`src/rtl/servo_pwm_multi.sv`:
```
// Multi-channel hobby-servo PWM generator: one shared frame counter, per-channel
// angle targets written over a valid/ready port, slew-limited ramps applied on frame boundaries.
module servo_pwm_multi #(
    parameter int NUM_CH      = 4,
    parameter int PERIOD_CLKS = 1000000,
    parameter int MIN_CLKS    = 25000,
    parameter int STEP_CLKS   = 555,
    parameter int SLEW_CLKS   = 5550,
    parameter int INIT_ANGLE  = 90
) (
    input  logic              mclk,
    input  logic              reset_n,
    input  logic              enable,
    input  logic              cmd_valid,
    output logic              cmd_ready,
    input  logic [3:0]        cmd_ch,
    input  logic [7:0]        cmd_angle,
    output logic              cmd_err,
    output logic [NUM_CH-1:0] servo,
    output logic              frame_tick,
    output logic [NUM_CH-1:0] settled
);

    localparam int CW = $clog2(PERIOD_CLKS);
    localparam logic [CW-1:0] LAST_CNT = CW'(PERIOD_CLKS - 1);
    localparam logic [CW-1:0] INIT_W   = CW'(MIN_CLKS + INIT_ANGLE * STEP_CLKS);
    localparam logic [CW:0]   SLEW_W   = (CW + 1)'(SLEW_CLKS);

    logic [CW-1:0]     cnt_q, cnt_d;
    logic              ready_q;
    logic              err_q, err_d;
    logic              tick_q, tick_d;
    logic [NUM_CH-1:0] servo_q, servo_d;
    logic [NUM_CH-1:0] settled_q, settled_d;
    logic [CW-1:0]     tgt_q [NUM_CH];
    logic [CW-1:0]     tgt_d [NUM_CH];
    logic [CW-1:0]     cur_q [NUM_CH];
    logic [CW-1:0]     cur_d [NUM_CH];

    logic              accept;
    logic              ch_ok;
    logic              boundary;
    logic [7:0]        angle_c;
    logic [CW-1:0]     cmd_w;

    assign accept   = cmd_valid & ready_q;
    assign ch_ok    = (5'(cmd_ch) < 5'(NUM_CH));
    assign boundary = (cnt_q == LAST_CNT);
    assign angle_c  = (cmd_angle > 8'd180) ? 8'd180 : cmd_angle;
    assign cmd_w    = CW'(MIN_CLKS) + CW'(angle_c) * CW'(STEP_CLKS);

    always_comb begin
        cnt_d  = '0;
        tick_d = enable && (cnt_q == '0);
        err_d  = accept && !ch_ok;
        if (enable && !boundary) begin
            cnt_d = cnt_q + 1'b1;
        end
    end

    // Targets take writes immediately; current widths only move at the frame boundary,
    // using the targets as they stood before any write landing in the same cycle.
    always_comb begin
        for (int i = 0; i < NUM_CH; i++) begin
            logic [CW:0] up;
            logic [CW:0] tgt_plus;
            up           = {1'b0, cur_q[i]} + SLEW_W;
            tgt_plus     = {1'b0, tgt_q[i]} + SLEW_W;
            tgt_d[i]     = tgt_q[i];
            cur_d[i]     = cur_q[i];
            servo_d[i]   = enable && (cnt_q < cur_q[i]);
            settled_d[i] = (cur_q[i] == tgt_q[i]);
            if (accept && cmd_ch == 4'(i)) begin
                tgt_d[i] = cmd_w;
            end
            if (boundary) begin
                if (SLEW_CLKS == 0) begin
                    cur_d[i] = tgt_q[i];
                end else if (cur_q[i] < tgt_q[i]) begin
                    cur_d[i] = (up < {1'b0, tgt_q[i]}) ? up[CW-1:0] : tgt_q[i];
                end else if (cur_q[i] > tgt_q[i]) begin
                    cur_d[i] = ({1'b0, cur_q[i]} > tgt_plus) ? (cur_q[i] - SLEW_W[CW-1:0]) : tgt_q[i];
                end
            end
        end
    end

    always_ff @(posedge mclk or negedge reset_n) begin
        if (!reset_n) begin
            cnt_q     <= '0;
            ready_q   <= 1'b0;
            err_q     <= 1'b0;
            tick_q    <= 1'b0;
            servo_q   <= '0;
            settled_q <= '1;
            for (int i = 0; i < NUM_CH; i++) begin
                tgt_q[i] <= INIT_W;
                cur_q[i] <= INIT_W;
            end
        end else begin
            cnt_q     <= cnt_d;
            ready_q   <= 1'b1;
            err_q     <= err_d;
            tick_q    <= tick_d;
            servo_q   <= servo_d;
            settled_q <= settled_d;
            for (int i = 0; i < NUM_CH; i++) begin
                tgt_q[i] <= tgt_d[i];
                cur_q[i] <= cur_d[i];
            end
        end
    end

    assign cmd_ready  = ready_q;
    assign cmd_err    = err_q;
    assign frame_tick = tick_q;
    assign servo      = servo_q;
    assign settled    = settled_q;

endmodule

```
`config.mk`:
```
export PLATFORM = sky130hd
export DESIGN_NAME = servo_pwm_multi
export DESIGN_NICKNAME = d
export VERILOG_FILES = /design/src/rtl/servo_pwm_multi.sv
export SDC_FILE = /design/constraint.sdc
export NUM_CORES = 1
export LEC_CHECK = 0
export CORE_ASPECT_RATIO = 1.75
export CORE_UTILIZATION = 34
export CTS_BUF_LIST = sky130_fd_sc_hd__clkbuf_2 sky130_fd_sc_hd__clkbuf_4 sky130_fd_sc_hd__clkbuf_8
export CTS_CLUSTER_SIZE = 16
export DETAILED_ROUTE_END_ITERATION = 10
export PLACE_DENSITY_LB_ADDON = 0.15
export SLEW_MARGIN = 20
export SYNTH_ARGS = -nofsm -noshare
export SYNTH_HDL_FRONTEND = slang
export SYNTH_SLANG_ARGS = --single-unit
```
`constraint.sdc`:
```
create_clock -name mclk -period 4.8 [get_ports mclk]
set_input_delay 0.96 -clock mclk [delete_from_list [all_inputs] [get_ports mclk]]
set_output_delay 0.96 -clock mclk [all_outputs]
set_load 0.02 [all_outputs]
```
== After elaboration in Yosys (flattened, before gate mapping) ==
Index checks and enable logic that the tools add are counted.
Storage, ports and cells
  flip-flop bits (word level): 191
  latch bits: 0
  memory bits (writable): 0
  memory bits (read-only): 0
  logic and storage cells: 101
  memories kept: 0
Operators by class
  $add $sub $neg: 14
  multipliers: 1
  div/mod/pow operators: 0
  order comparisons: 22
  equality and inequality tests: 8
  shifts and indexed selects: 0
  mux-type cells: 18
  bitwise gates (word level): 1
  reductions and logical operators: 23
Operators by type and width (number)
  2-to-1 mux 20 bit: 17
  adder 20 x 13 -> 21 bit, second input constant: 8
  less-than comparator 20 bit: 8
  > comparator 20 x 21 -> 1 bit: 4
  less-than comparator 21 x 20 -> 1 bit: 4
  == test 20 bit: 4
  > comparator 20 bit: 4
  subtractor 20 x 13 -> 20 bit, second input constant: 4
  adder 20 x 1 -> 20 bit, second input constant: 1
  == test 20 bit, second input constant: 1
  zero test 20 bit: 1
  adder 15 x 18 -> 19 bit, first input constant: 1
  multiplier 8 x 10 -> 18 bit, second input constant: 1
  logical AND 1 bit: 11
  == test 4 x 2 -> 1 bit, second input constant: 2
  > comparator 8 bit, second input constant: 1
  2-to-1 mux 8 bit: 1
  AND reduction 2 bit: 4
  nonzero test 2 bit: 4
  == test 4 x 1 -> 1 bit, second input constant: 1
  zero test 4 bit: 1
  less-than comparator 4 x 3 -> 1 bit, second input constant: 1
  zero test 1 bit: 2
  AND 1 bit: 1

== Longest topological paths before layout ==
Gate-level depths: netlist of run 1.
  word-level depth: 5
  gate-level depth with buffers: 22

== Worst setup path after synthesis of run 1 ==
OpenSTA, ideal clock, no wires.
  path kind: in2reg
  start point: input cmd_angle[0]
  end point: register tgt_q[58] in the netlist's numbering
  setup time: 0.138 ns
  arrival time: 5.287 ns
  slack: -0.625 ns
  stages: 20
  cell sequence: o21ai_0 > a21oi_1 > o21ai_0 > nand2b_1 > ha_1 > fa_1 > inv_1 > fa_1 > fa_1 > inv_1 > ha_1 > nor2b_1 > o21ai_0 > a21boi_0 > o21ai_0 > a21oi_1 > a211oi_1 > nor2b_1 > o21ai_0 > o21ai_0
On the way
  word-level cells in the longest chain between the ends: 4
Ends and longest elaborated chain
  start, declared: line 17  | input logic [7:0] cmd_angle,
  > comparator 8 bit: line 49  | assign angle_c = (cmd_angle > 8'd180) ? 8'd180 : cmd_angle;
  2-to-1 mux 8 bit (*): line 49
  multiplier 8 x 10 -> 18 bit (*): line 50  | assign cmd_w = CW'(MIN_CLKS) + CW'(angle_c) * CW'(STEP_CLKS);
  adder 15 x 18 -> 19 bit (*): line 50
  end signal, assigned by index: line 108  | tgt_q[i] <= tgt_d[i];
  end, declared: line 35  | logic [CW-1:0] tgt_q [NUM_CH];
Mark *: on every way between the ends. The rest lies on a longest branch, timed or not.
A chain may end at the register's enable or synchronous reset.

== Worst setup path in the final report of run 1 ==
  start point: input cmd_angle[1]
  end point: register tgt_q[16] in the netlist's numbering
The elaborated chain is that of the path after synthesis.

==> metrics.txt, run 1 <==
# TYPE chip_impl_metric gauge
chip_impl_info{name="run_status",value="completed"} 1
chip_impl_info{name="worst-setup-path-type",value="input port to register"} 1
chip_impl_metric{name="synth_enable_flop_cells",unit=""} 0
chip_impl_metric{name="worstSkewPairLatency",unit="ps"} 550
chip_impl_metric{name="fmax",unit="GHz"} 0.216
chip_impl_metric{name="die_h",unit="µm"} 326
chip_impl_metric{name="finalWeightedCongestion",unit=""} 0.942
chip_impl_metric{name="grt.overflow.total",unit=""} 0
chip_impl_metric{name="die-width",unit="µm"} 187
chip_impl_metric{name="timing.final.crit_period",unit="ps"} 4620
chip_impl_metric{name="timing.critical_path.buf_inv",unit=""} 4
chip_impl_metric{name="routed_wl",unit="mm"} 78.1
chip_impl_metric{name="ys_types",unit=""} 92
chip_impl_metric{name="worst_hold_slack",unit="ps"} 412
chip_impl_metric{name="detailedPlacementHpwl",unit="mm"} 62.4
chip_impl_metric{name="io_buffer_count",unit=""} 26
chip_impl_metric{name="finalSetupTns",unit="ps"} 0
chip_impl_metric{name="finalWorstSetupSlack",unit="ps"} 176
chip_impl_metric{name="clockBufferDepth",unit=""} 2
chip_impl_metric{name="critical-path-max-stage-delay",unit="ps"} 510
chip_impl_info{name="synth_area_leaders",value="sky130_fd_sc_hd__ha_1, sky130_fd_sc_hd__dfrtp_1, sky130_fd_sc_hd__dfstp_2, sky130_fd_sc_hd__xnor2_1, sky130_fd_sc_hd__o21ai_0"} 1
chip_impl_metric{name="final_clock_skew",unit="ps"} 27.7
chip_impl_metric{name="detail-route-antenna-nets",unit=""} 0
chip_impl_info{name="rsz0062_at_grt",value="true"} 1
chip_impl_metric{name="reg_clk_slew_reported_paths",unit="ps"} 110
chip_impl_metric{name="max_cap_viol_count",unit=""} 0
chip_impl_metric{name="post-place-ws",unit="ps"} -917
chip_impl_metric{name="setup_viol",unit=""} 0
chip_impl_metric{name="number_of_antenna_violations_at_the_first_check_in_global_routing",unit=""} 2
chip_impl_metric{name="power.leakage",unit="µW"} 0.0105
chip_impl_metric{name="slew-limit-headroom",unit="%"} 27.1
chip_impl_metric{name="routed-via-count",unit=""} 19716
chip_impl_metric{name="async_flop_share",unit="%"} 100
chip_impl_metric{name="post_drt_wl_per_cell",unit="µm"} 23.1
chip_impl_metric{name="grt_pass1_wl",unit="mm"} 119
chip_impl_metric{name="grt_start_max_net_pins",unit=""} 117
chip_impl_info{name="clock_tree.root_cell",value="sky130_fd_sc_hd__clkbuf_8"} 1
chip_impl_metric{name="drc_errors",unit=""} 0
chip_impl_metric{name="cts_made_buffers",unit=""} 17
chip_impl_metric{name="syn-num-nets",unit=""} 2828
chip_impl_metric{name="clock_tree.htree_level_count",unit=""} 4
chip_impl_metric{name="yosys_register_bits",unit=""} 187
chip_impl_metric{name="drt_first_pass_iters",unit=""} 6
chip_impl_metric{name="grt_use_total",unit="%"} 25.5
chip_impl_metric{name="measured_slew_at_the_worst_slew_check_pin",unit="ps"} 1090
chip_impl_metric{name="number_of_placed_instances_taps_included",unit=""} 3341
chip_impl_metric{name="worstPathRequired",unit="ps"} 5270
chip_impl_metric{name="pwr_density_cell",unit="mW/mm²"} 349
chip_impl_metric{name="cp.arrival",unit="ps"} 5090
chip_impl_metric{name="ioPinCount",unit=""} 27
chip_impl_info{name="critical_path.slowest_cell",value="sky130_fd_sc_hd__fa_1"} 1
chip_impl_info{name="worstSetupStartpointType",value="input port"} 1
chip_impl_metric{name="first_iter_violations",unit=""} 1303
chip_impl_metric{name="finish.net_count",unit=""} 2974
chip_impl_metric{name="final_layout_size_suffix_gt1_share",unit="%"} 15.1
chip_impl_metric{name="cts.sinks",unit=""} 187
chip_impl_metric{name="critical_path.max_fanout",unit=""} 6
chip_impl_info{name="synthDominantAreaCellType",value="sky130_fd_sc_hd__ha_1"} 1
chip_impl_metric{name="area_delta_synth_final",unit="%"} 14.5
chip_impl_metric{name="irDropWorstVdd",unit="µV"} 244
chip_impl_metric{name="yosysWarningCount",unit=""} 0
chip_impl_info{name="hold_path_class",value="input port to asynchronous set/reset pin"} 1
chip_impl_metric{name="die_footprint",unit="mm²"} 0.0610
chip_impl_metric{name="hold_violations",unit=""} 0
chip_impl_metric{name="post_synth_inst_count",unit=""} 2444
chip_impl_metric{name="route.detailed.vias_per_inst",unit=""} 5.83
chip_impl_metric{name="first_global_vias",unit=""} 19727
chip_impl_info{name="end_kind",value="register"} 1
chip_impl_metric{name="post-synth-top-area-fraction",unit="%"} 21.8
chip_impl_metric{name="max_slew_violation_total_from_the_final_report",unit=""} 0
chip_impl_info{name="tritoncts",value="done"} 1
chip_impl_metric{name="final_cell_count_without_fillers",unit=""} 3384
chip_impl_metric{name="synth_sequential_area_ratio",unit="%"} 23.3
chip_impl_info{name="ys.flop_type",value="sky130_fd_sc_hd__dfrtp_1"} 1
chip_impl_info{name="cpLargestDelayFamily",value="adder cells"} 1
chip_impl_metric{name="core.rowCount",unit=""} 118
chip_impl_metric{name="final_min_period_over_clock_period",unit="%"} 96.3
chip_impl_metric{name="syn_avg_cell_area",unit="µm²"} 8.34
chip_impl_metric{name="placeableCoreArea",unit="mm²"} 0.0592
chip_impl_metric{name="syn_area",unit="mm²"} 0.0204
chip_impl_metric{name="effective_utilization_at_floorplan",unit="%"} 34.4
chip_impl_info{name="path_cells",value="buf_6 -> o21ai_4 -> a21oi_2 -> o21ai_2 -> nand2b_1 -> ha_2 -> fa_1 -> inv_2 -> fa_1 -> fa_1 -> inv_2 -> ha_4 -> nor2b_4 -> o21ai_2 -> a21boi_2 -> o21ai_2 -> a21oi_2 -> a211oi_2 -> buf_4 -> xnor2_4 -> mux2_4"} 1
## stage by stage
step / cell area [µm²] / power (µW) / util [%]
after floorplan: 20400 / 4900 / -
after global placement: 22700 / 6700 / 38.3
after detailed placement: 22700 / 6770 / 38.3
after CTS: 23100 / 8070 / 39.1
after global routing: 23300 / 8720 / 39.4
final: 23300 / 8140 / 39.4
## cells in the mapped netlist (19+ instances only)
cell / instances
sky130_fd_sc_hd__o21ai_1: 19
sky130_fd_sc_hd__clkbuf_1: 63
sky130_fd_sc_hd__nor2b_1: 25
sky130_fd_sc_hd__nand3_1: 54
sky130_fd_sc_hd__and3_1: 25
sky130_fd_sc_hd__a22oi_1: 27
sky130_fd_sc_hd__nor2_1: 160
sky130_fd_sc_hd__nand4_1: 48
sky130_fd_sc_hd__nor3_1: 53
sky130_fd_sc_hd__dfrtp_1: 127
sky130_fd_sc_hd__a21o_1: 47
sky130_fd_sc_hd__o21ai_0: 194
sky130_fd_sc_hd__nand2b_1: 23
sky130_fd_sc_hd__dfstp_2: 60
sky130_fd_sc_hd__a21oi_1: 169
sky130_fd_sc_hd__ha_1: 355
sky130_fd_sc_hd__mux2_2: 38
sky130_fd_sc_hd__inv_1: 199
sky130_fd_sc_hd__a221oi_1: 23
sky130_fd_sc_hd__xnor2_1: 136
sky130_fd_sc_hd__nand2_1: 201
sky130_fd_sc_hd__a211oi_1: 21
sky130_fd_sc_hd__nor4_1: 30
## kinds of logic after synthesis
kind of cell | count (synthesis) | share of synthesized area (%)
flip-flops | 187 | 23.3
XOR/XNOR | 151 | 6.49
AND/OR/NAND/NOR | 692 | 16.6
multiplexers | 46 | 2.49
adder cells (fa/ha/maj) | 368 | 23.1
buffers and inverters | 285 | 5.38
other | 1 | 0.0184
AO/OA/AOI/OAI | 714 | 22.6
## worst paths after layout
| path | to | slack (ps) | cells past startpoint | from |
|---|---|---|---|---|
| min | tgt_q[24] | 410 | 1 | reset_n |
| min in group mclk | cur_q[20] | 510 | 2 | cur_q[20] |
| max reg2reg | cur_q[15] | 180 | 17 | cur_q[2] |
| min reg2reg | cur_q[20] | 510 | 2 | cur_q[20] |
| max in group asynchronous | cur_q[69] | 3280 | 2 | reset_n |
| max | tgt_q[16] | 180 | 21 | cmd_angle[1] |
## sequential cells by signal (all words and copies together) (netlist names)
register / cells
cmd_err: 1
cmd_ready: 1
cnt_q: 20
cur_q: 80
frame_tick: 1
servo: 4
settled: 4
tgt_q: 76
## worst reg2reg max path, stage by stage, from the launching register on
cell	delay, ps
sky130_fd_sc_hd__dfstp_2	670
sky130_fd_sc_hd__inv_1	140
sky130_fd_sc_hd__ha_1	270
sky130_fd_sc_hd__nand2b_1	130
sky130_fd_sc_hd__a31o_2	250
sky130_fd_sc_hd__a31o_2	280
sky130_fd_sc_hd__nand3_1	120
sky130_fd_sc_hd__xnor2_1	250
sky130_fd_sc_hd__ha_1	290
sky130_fd_sc_hd__a21o_1	160
sky130_fd_sc_hd__a21oi_1	200
sky130_fd_sc_hd__nand2b_1	80
sky130_fd_sc_hd__o2111ai_1	350
sky130_fd_sc_hd__and2_4	360
sky130_fd_sc_hd__nor2_2	110
sky130_fd_sc_hd__buf_4	170
sky130_fd_sc_hd__a221oi_1	520
sky130_fd_sc_hd__o21ai_0	140
## where the power goes
part           leakage [µW]  internal (µW)  switching, µW
clock network      0.000201            461            749
logic               0.00800           1930           2730
registers           0.00234           1870            399
total                0.0105           4260           3880
## metal layers
layer	GRT usage [%]	up-vias	wire length, µm
met1	26.9	9576	28800
li1	-	9217	-
met4	17.1	2	5450
met5	0	-	13
met3	2.23	265	2830
met2	47.8	656	41000
## cell type report
class | count | area (µm²)
antenna | 1 | 2.50
clock buffer | 19 | 262
fill | 6040 | 35900
tap | 780 | 976
multi-input combinational | 1972 | 14800
clock inverter | 13 | 140
sequential | 187 | 4750
timing repair buffer | 208 | 1660
inverter | 204 | 766
## cells in the final DEF (no fill, tap or decap), types with 21 or more instances in the layout
cell type                  Yosys  layout
sky130_fd_sc_hd__o21ai_1      19      32
sky130_fd_sc_hd__a221oi_1     23      21
sky130_fd_sc_hd__nor3_1       53      51
sky130_fd_sc_hd__a21o_1       47      47
sky130_fd_sc_hd__nand2_1     201     201
sky130_fd_sc_hd__buf_4         2     179
sky130_fd_sc_hd__nand4_1      48      48
sky130_fd_sc_hd__nor4_1       30      30
sky130_fd_sc_hd__xnor2_1     136     134
sky130_fd_sc_hd__ha_1        355     350
sky130_fd_sc_hd__dfstp_2      60      60
sky130_fd_sc_hd__nor2b_1      25      24
sky130_fd_sc_hd__mux2_2       38      34
sky130_fd_sc_hd__nand2b_1     23      23
sky130_fd_sc_hd__a21oi_1     169     163
sky130_fd_sc_hd__o21ai_0     194     173
sky130_fd_sc_hd__a22oi_1      27      27
sky130_fd_sc_hd__nor2_1      160     159
sky130_fd_sc_hd__nand3_1      54      53
sky130_fd_sc_hd__inv_1       199     196
sky130_fd_sc_hd__and3_1       25      25
sky130_fd_sc_hd__dfrtp_1     127     127
## timing repair
action / CTS / global route
pin swaps: 18 / 28
buffers inserted: 1 / 10
gates cloned: 0 / 0
hold buffers: 0 / 0
resized for setup: 24 / 43
endpoints found under the setup margin: 46 / 62
No activity file was read; power rests on OpenSTA's default activity.
==> run 2, diff against run 1 <==
SETUP_SLACK_MARGIN = 0.02   (was not set)
==> run 2 against run 1 <==
Combinational power about the same. Largest cell class unchanged. Cell area up 0.11%. Utilization hardly changed. Sequential power barely moved.
==> metrics.txt, run 2 (synthesis gave the netlist of run 1 again) <==
# TYPE chip_impl_metric gauge
chip_impl_metric{name="p_total",unit="µW"} 8130
chip_impl_info{name="tritoncts",value="done"} 1
chip_impl_metric{name="critical_path.max_fanout",unit=""} 6
chip_impl_info{name="critical_path.slowest_cell",value="sky130_fd_sc_hd__fa_1"} 1
chip_impl_metric{name="worstPathRequired",unit="ps"} 5270
chip_impl_metric{name="hold_violations",unit=""} 0
chip_impl_metric{name="setup_viol",unit=""} 0
chip_impl_metric{name="die_footprint",unit="mm²"} 0.0610
chip_impl_metric{name="cts.sinks",unit=""} 187
chip_impl_metric{name="post_drt_wl_per_cell",unit="µm"} 23.1
chip_impl_metric{name="pwr_density_cell",unit="mW/mm²"} 348
chip_impl_metric{name="grt_pass1_wl",unit="mm"} 119
chip_impl_info{name="rsz0062_at_grt",value="true"} 1
chip_impl_metric{name="finish.net_count",unit=""} 2975
chip_impl_metric{name="routed_wl",unit="mm"} 78.1
chip_impl_info{name="layout_commonest_cell",value="sky130_fd_sc_hd__ha_1"} 1
chip_impl_metric{name="final_cell_count_without_fillers",unit=""} 3385
chip_impl_metric{name="reg_clk_slew_reported_paths",unit="ps"} 120
chip_impl_metric{name="critical-path-max-stage-delay",unit="ps"} 510
chip_impl_metric{name="power.leakage",unit="µW"} 0.0105
chip_impl_metric{name="finalWeightedCongestion",unit=""} 0.942
chip_impl_info{name="worst-setup-path-type",value="input port to register"} 1
chip_impl_info{name="hold_path_class",value="input port to asynchronous set/reset pin"} 1
chip_impl_metric{name="largest_register_ffs",unit=""} 80
chip_impl_info{name="globalRoute.busiestLayer",value="met2"} 1
chip_impl_metric{name="detailedPlacementHpwl",unit="mm"} 62.4
chip_impl_info{name="path_cells",value="buf_8 -> o21ai_4 -> a21oi_2 -> o21ai_2 -> nand2b_1 -> ha_2 -> fa_1 -> inv_2 -> fa_1 -> fa_1 -> inv_2 -> ha_4 -> nor2b_4 -> o21ai_2 -> a21boi_2 -> o21ai_2 -> a21oi_2 -> a211oi_2 -> buf_4 -> xnor2_4 -> mux2_4"} 1
chip_impl_metric{name="number_of_placed_instances_taps_included",unit=""} 3341
chip_impl_metric{name="die-width",unit="µm"} 187
chip_impl_metric{name="ioPinCount",unit=""} 27
chip_impl_metric{name="effective_utilization_at_floorplan",unit="%"} 34.4
chip_impl_metric{name="number_of_antenna_violations_at_the_first_check_in_global_routing",unit=""} 2
chip_impl_info{name="end_kind",value="register"} 1
chip_impl_metric{name="core.rowCount",unit=""} 118
chip_impl_metric{name="max_cap_viol_count",unit=""} 0
chip_impl_metric{name="worst_hold_slack",unit="ps"} 417
chip_impl_metric{name="final_clock_skew",unit="ps"} 28.6
chip_impl_metric{name="grt_use_met1",unit="%"} 27.0
chip_impl_metric{name="irDropWorstVdd",unit="µV"} 242
chip_impl_metric{name="drc_errors",unit=""} 0
chip_impl_metric{name="routed-via-count",unit=""} 19692
chip_impl_metric{name="die_h",unit="µm"} 326
chip_impl_metric{name="clock_tree.htree_level_count",unit=""} 4
chip_impl_info{name="mostFrequentLayoutCells",value="sky130_fd_sc_hd__ha_1, sky130_fd_sc_hd__nand2_1, sky130_fd_sc_hd__inv_1"} 1
chip_impl_metric{name="timing.final.crit_period",unit="ps"} 4610
chip_impl_metric{name="route.detailed.vias_per_inst",unit=""} 5.82
chip_impl_info{name="register_with_the_most_flip_flops",value="cur_q"} 1
chip_impl_metric{name="cts_hold_buffers_added",unit=""} 0
chip_impl_metric{name="placeableCoreArea",unit="mm²"} 0.0592
chip_impl_metric{name="area_delta_synth_final",unit="%"} 14.6
chip_impl_info{name="worstSetupStartpointType",value="input port"} 1
chip_impl_metric{name="io_buffer_count",unit=""} 26
chip_impl_metric{name="clockBufferDepth",unit=""} 2
chip_impl_metric{name="first_global_vias",unit=""} 19735
chip_impl_info{name="cpLargestDelayFamily",value="adder cells"} 1
chip_impl_metric{name="final_layout_size_suffix_gt1_share",unit="%"} 15.3
chip_impl_metric{name="fmax",unit="GHz"} 0.217
chip_impl_metric{name="worstSkewPairLatency",unit="ps"} 550
chip_impl_metric{name="cp.arrival",unit="ps"} 5070
chip_impl_metric{name="cts_made_buffers",unit=""} 17
chip_impl_info{name="run_status",value="completed"} 1
chip_impl_metric{name="slew-limit-headroom",unit="%"} 26.9
chip_impl_metric{name="grt_start_max_net_pins",unit=""} 117
chip_impl_info{name="clock_tree.root_cell",value="sky130_fd_sc_hd__clkbuf_8"} 1
chip_impl_metric{name="first_iter_violations",unit=""} 1251
chip_impl_metric{name="final_min_period_over_clock_period",unit="%"} 95.9
chip_impl_metric{name="measured_slew_at_the_worst_slew_check_pin",unit="ps"} 1090
chip_impl_metric{name="timing.critical_path.buf_inv",unit=""} 4
chip_impl_info{name="largest_regs",value="cur_q (80), tgt_q (76), cnt_q (20)"} 1
chip_impl_metric{name="max_slew_violation_total_from_the_final_report",unit=""} 0
chip_impl_metric{name="met3_usage",unit="%"} 2.19
chip_impl_metric{name="drt_first_pass_iters",unit=""} 6
chip_impl_metric{name="grt.met2_usage",unit="%"} 47.9
chip_impl_metric{name="grt.overflow.total",unit=""} 0
chip_impl_metric{name="detail-route-antenna-nets",unit=""} 0
chip_impl_metric{name="grt_use_total",unit="%"} 25.5
run 2: what timing repair did:
item                                   in CTS  in global routing
setup buffers                               1                 11
endpoints found under the hold margin       0                  0
resized for setup                          25                 45
pin swaps                                  23                 26
setup endpoints to repair                  53                 63
run 2: where the power goes:
group | internal, µW | leakage (µW) | switching, µW
sequential | 1870 | 0.00234 | 395
clock | 461 | 0.000201 | 748
combinational | 1920 | 0.00801 | 2740
total | 4250 | 0.0105 | 3880
run 2: through the flow:
stage	worst slack [ps]	TNS [ps]	util [%]	area, µm²
floorplan	-88.4	-1170	-	20400
global placement	-867	-32940	38.3	22700
detailed placement	-917	-33640	38.3	22700
CTS	20.2	0	39.1	23200
global route	-36.1	-111	39.5	23400
finish	195	0	39.5	23400
run 2: area by class of cell:
| type | count | area [µm²] |
|---|---|---|
| repair buffers | 209 | 1660 |
| well taps | 780 | 976 |
| clock buffers | 19 | 262 |
| multi-input cells | 1972 | 14800 |
| fillers | 6041 | 35800 |
| clock inverters | 13 | 140 |
| inverters | 204 | 766 |
| diodes | 1 | 2.50 |
| flip-flops and latches | 187 | 4750 |
run 2: final timing paths:
check | from | to | slack [ps] | cells after the start
max | cmd_angle[0] | tgt_q[36] | 190 | 21
min | reset_n | tgt_q[24] | 420 | 1
max reg2reg | tgt_q[41] | cur_q[52] | 230 | 22
min reg2reg | cur_q[20] | cur_q[20] | 510 | 2
max in group asynchronous | reset_n | cur_q[69] | 3260 | 2
min in group mclk | cur_q[20] | cur_q[20] | 510 | 2
run 2: routing by layer:
| layer | part of all wire [%] | routed length [µm] | vias to the layer above |
|---|---|---|---|
| met1 | 37 | 28800 | 9570 |
| met4 | 6.7 | 5210 | 2 |
| li1 | - | - | 9214 |
| met3 | 3.6 | 2820 | 245 |
| met5 | 0.017 | 13 | - |
| met2 | 53 | 41300 | 661 |
==> edit 1 (settings of run 2) <==
One comparison of `cnt_q` changes from == to >=.
--- a/src/rtl/servo_pwm_multi.sv
+++ b/src/rtl/servo_pwm_multi.sv
@@ -45,7 +45,7 @@
 
     assign accept   = cmd_valid & ready_q;
     assign ch_ok    = (5'(cmd_ch) < 5'(NUM_CH));
-    assign boundary = (cnt_q == LAST_CNT);
+    assign boundary = (cnt_q >= LAST_CNT);
     assign angle_c  = (cmd_angle > 8'd180) ? 8'd180 : cmd_angle;
     assign cmd_w    = CW'(MIN_CLKS) + CW'(angle_c) * CW'(STEP_CLKS);
 
Behaviour: no difference found for any inputs over 10 cycles, from zero or initial values and one cycle with reset_n low; that may be too few to reach the edited logic, so the function may still have changed.
==> edit 1 against run 2 <==
Routed wire length fell by 1.1%. Sequential cell count did not move. First-iteration DRC count rose by 0.72%. Power fell by 2.5%. Utilization fell by 0.31 points. Setup slack got worse by 0.020 ns. Synthesized area rose by 2.6%. Design area rose by 1.3%. Critical endpoint is now tgt_q[38]$_DFFE_PN0P_. Largest cell class unchanged.
==> edit 1: results (changes against run 2) <==
INFO  metric slew-limit-headroom = 0.2682 (-0.001171)
INFO  metric dominant_cells_by_area_after_synthesis = sky130_fd_sc_hd__ha_1, sky130_fd_sc_hd__dfrtp_1, sky130_fd_sc_hd__dfstp_2
INFO  metric global_route.usage.met1 = 0.2673 (-0.002395)
INFO  metric global_route.usage.total = 0.2493 (-0.006211)
INFO  metric post_synthesis_xor_xnor_area_fraction = 0.05948 (-0.005417)
INFO  metric ys_top_cells_by_count = sky130_fd_sc_hd__ha_1, sky130_fd_sc_hd__inv_1, sky130_fd_sc_hd__nand2_1
INFO  metric timing.rr.start = tgt_q[1]$_DFFE_PN1P_
INFO  metric combPwrFrac = 0.552 (-0.021)
INFO  metric seq_area_frac_synth = 0.2274 (-0.005920)
INFO  metric critPathLaunch = cmd_angle[1]
INFO  metric use_met2 = 0.4642 (-0.01434)
INFO  metric antenna_found_initial = 1 (-1)
INFO  metric rr_endpoint = cur_q[18]$_DFFE_PN0P_
INFO  metric yosys-mux-area-fraction = 0.02992 (+0.004993)
INFO  metric hpwlAfterDp = 61950 um (-0.73%)
INFO  metric power.share.sequential = 0.293 (+0.014)
INFO  metric placedCellCount = 3339 (-0.060%)
INFO  metric outcome = completed
INFO  metric m1WireLength = 29050 um (+0.82%)
INFO  metric synth_compound_gate_area_share = 0.2400 (+0.01414)
INFO  metric crit_arrival = 5.10 ns (+0.03 ns)
INFO  metric final.fill_count = 6263 (+3.7%)
INFO  metric synthDistinctLibCells = 95 (+3.3%)
INFO  metric worst_setup_path_endpoint = tgt_q[38]$_DFFE_PN0P_
INFO  metric final_layout_size_suffix_gt1_frac = 0.1562 (+0.003348)
INFO  metric finalHoldWorstSlack = 0.4037 ns (-0.01301 ns)
INFO  metric drt_iter0_markers = 1260 (+0.72%)
INFO  metric finish.net_count = 2964 (-0.37%)
INFO  metric route.detailed.vias_per_inst = 5.807 (-0.19%)
INFO  metric timing.critical_path.fanout_max = 4 (-2)
INFO  metric worst-r2r-cell-count = 18 (-18%)
INFO  metric cts_resized = 22 (-12%)
INFO  metric register_to_register_setup_slack = 0.25 ns (+0.02 ns)
INFO  metric fmaxAchievable = 0.2162 GHz (-0.43%)
[edit 1: cell types whose count changed in the layout (fill, tap and decap cells not counted), sizes merged, moves of 13 or more]
cell,change
a21o,+35
a221oi,-13
a22oi,-15
a31oi,+15
buf,-15
mux2,+14
nand2,-23
nand3,+21
nor2,-30
o21ai,-62
o221ai,+21
[edit 1: worst max-delay path, cell delays in order]
cell,delay [ns]
sky130_fd_sc_hd__buf_6,0.10
sky130_fd_sc_hd__o21ai_4,0.13
sky130_fd_sc_hd__a21oi_2,0.07
sky130_fd_sc_hd__o21ai_2,0.21
sky130_fd_sc_hd__nor2b_4,0.19
sky130_fd_sc_hd__inv_2,0.05
sky130_fd_sc_hd__ha_4,0.16
sky130_fd_sc_hd__fa_1,0.51
sky130_fd_sc_hd__inv_2,0.04
sky130_fd_sc_hd__fa_1,0.48
sky130_fd_sc_hd__fa_1,0.51
sky130_fd_sc_hd__inv_2,0.05
sky130_fd_sc_hd__ha_4,0.27
sky130_fd_sc_hd__a21o_1,0.13
sky130_fd_sc_hd__a21oi_2,0.07
sky130_fd_sc_hd__o21a_1,0.21
sky130_fd_sc_hd__o31a_1,0.29
sky130_fd_sc_hd__o21ai_2,0.21
sky130_fd_sc_hd__a21oi_2,0.10
sky130_fd_sc_hd__nor2b_2,0.19
sky130_fd_sc_hd__mux2_4,0.17
[edit 1: area by class of cell]
cell class / count / area [um2] / share of cell area
Multi-Input combinational cell: 1972 / 15160 / 0.6408
Sequential cell: 187 / 4755 / 0.2009
Timing Repair Buffer: 192 / 1549 / 0.06546
Tap cell: 786 / 983.4 / 0.04156
Inverter: 210 / 788.3 / 0.03331
Clock buffer: 18 / 241.5 / 0.01021
Clock inverter: 14 / 181.4 / 0.007667
Antenna cell: 1 / 2.502 / 0.0001058
==> edit 2 (settings of run 2) <==
Made on the original files. Set the parameter `MIN_CLKS` to 12500 (it was 25000).
--- a/src/rtl/servo_pwm_multi.sv
+++ b/src/rtl/servo_pwm_multi.sv
@@ -3,7 +3,7 @@
 module servo_pwm_multi #(
     parameter int NUM_CH      = 4,
     parameter int PERIOD_CLKS = 1000000,
-    parameter int MIN_CLKS    = 25000,
+    parameter int MIN_CLKS    = 12500,
     parameter int STEP_CLKS   = 555,
     parameter int SLEW_CLKS   = 5550,
     parameter int INIT_ANGLE  = 90
Function: same outputs for any inputs over 10 cycles, from zero or initial values and one cycle with reset_n low; that may be too few to reach the edited logic, so the function may still have changed.
==> edit 2 against run 2 <==
Synthesized area grew 0.41%. Design area is essentially flat. Routed wire length shrank 1.5%. Fmax shrank 0.44%. Sequential cell count shrank 4. Setup slack lost 0.020 ns. First-iteration DRC count is essentially flat. Power grew 3.1%. Via count grew 0.27%. Critical path depth grew 2. Critical path type unchanged. Critical endpoint is now tgt_q[56]$_DFFE_PN0P_. Largest power group unchanged.
==> edit 2: results (changes against run 2) <==
INFO  metric area_post_placement = 22530 um2 (-0.65%)
INFO  metric worst-r2r-cell-count = 16 (-27%)
INFO  metric placedCellCount = 3315 (-0.78%)
INFO  metric mappedNetlistNets = 2833 (+0.18%)
INFO  metric worst_ir_drop_vdd = 0.0002007 V (-17%)
INFO  metric synth_compound_gate_area_share = 0.2279 (+0.002024)
INFO  metric syn-instance-count = 2461 (+0.70%)
INFO  metric largestRegisters = cur_q (80), tgt_q (72), cnt_q (20)
INFO  metric gpl.final_weighted_congestion = 0.9100 (-3.4%)
INFO  metric max_slew.worst_pin.slew = 1.240 ns (+0.1465 ns)
INFO  metric post_synthesis_xor_xnor_area_fraction = 0.05479 (-0.01011)
INFO  metric yosys.area_share.adder = 0.2232 (-0.007536)
INFO  metric finalHoldWorstSlack = 0.4784 ns (+0.06167 ns)
INFO  metric crit_arrival = 5.12 ns (+0.05 ns)
INFO  metric wire_length_of_the_first_global_routing_pass = 118000 um (-0.51%)
INFO  metric antenna_found_initial = 1 (-1)
INFO  metric clock_power_share = 0.146 (-0.003)
INFO  metric outcome = completed
INFO  metric register_to_register_setup_slack = 0.28 ns (+0.05 ns)
INFO  metric rr_endpoint = cur_q[65]$_DFFE_PN1P_
INFO  metric seq_area_frac_synth = 0.2294 (-0.003877)
INFO  metric finClkSkew = 0.01699 ns (-0.01164 ns)
INFO  metric worst_setup_path_endpoint = tgt_q[56]$_DFFE_PN0P_
INFO  metric ys_top_cells_by_count = sky130_fd_sc_hd__ha_1, sky130_fd_sc_hd__inv_1, sky130_fd_sc_hd__a21oi_1
INFO  metric power.switching_fraction = 0.4805 (+0.003227)
INFO  metric synthDistinctLibCells = 90 (-2.2%)
INFO  metric critical_path.max_stage_delay = 0.53 ns (+0.02 ns)
INFO  metric final_layout_size_suffix_gt1_frac = 0.1649 (+0.01208)
INFO  metric placement_setup_slack = -0.9982 ns (-0.08117 ns)
INFO  metric drt_first_pass_iters = 5 (-1)
INFO  metric postSynth.topFlopCell = sky130_fd_sc_hd__dfstp_2
## edit 2: changes by cell type after synthesis, moves of 14 or more
cell,delta
sky130_fd_sc_hd__mux2i_1,+14
sky130_fd_sc_hd__o221ai_1,+20
sky130_fd_sc_hd__xnor2_1,-24
sky130_fd_sc_hd__o21ai_1,-16
sky130_fd_sc_hd__dfstp_2,+32
sky130_fd_sc_hd__dfrtp_1,-36
sky130_fd_sc_hd__a21oi_1,+34
sky130_fd_sc_hd__nand3_1,+38
sky130_fd_sc_hd__o21ai_0,-15
sky130_fd_sc_hd__ha_1,-14
## edit 2: cell type report
type	instances	area, um2	share of cell area
clock buffers	17	234.0	0.01001
clock inverters	15	202.7	0.008676
well taps	780	975.9	0.04177
diodes	1	2.502	0.0001071
multi-input cells	1970	14990	0.6415
flip-flops and latches	183	4696	0.2010
inverters	216	810.8	0.03470
repair buffers	176	1455	0.06228
## edit 2: worst reg2reg max path, delay by kind of cell, from the launching register on
| kind | cells | cell delay, ns |
|---|---|---|
| AO/OA/AOI/OAI | 8 | 1.94 |
| AND/OR/NAND/NOR | 4 | 1.05 |
| flip-flops | 1 | 0.50 |
| buffers and inverters | 2 | 0.45 |
| adder cells (fa/ha/maj) | 1 | 0.34 |
| XOR/XNOR | 1 | 0.16 |
## edit 2: metal layers
| layer | vias up | GRT usage | routed length (um) |
|---|---|---|---|
| met4 | 0 | 0.1706 | 5621 |
| met3 | 239 | 0.02364 | 2525 |
| met2 | 674 | 0.4804 | 40730 |
| met5 | - | 0 | 0 |
| li1 | 9288 | - | - |
| met1 | 9544 | 0.2582 | 28090 |
## edit 2: repair_timing
item                                    in CTS  in global routing
setup buffers                                6                  5
endpoints found under the setup margin      50                 77
hold endpoints to repair                     0                  0
pin swaps                                   14                 24
gates resized for setup                     27                 62
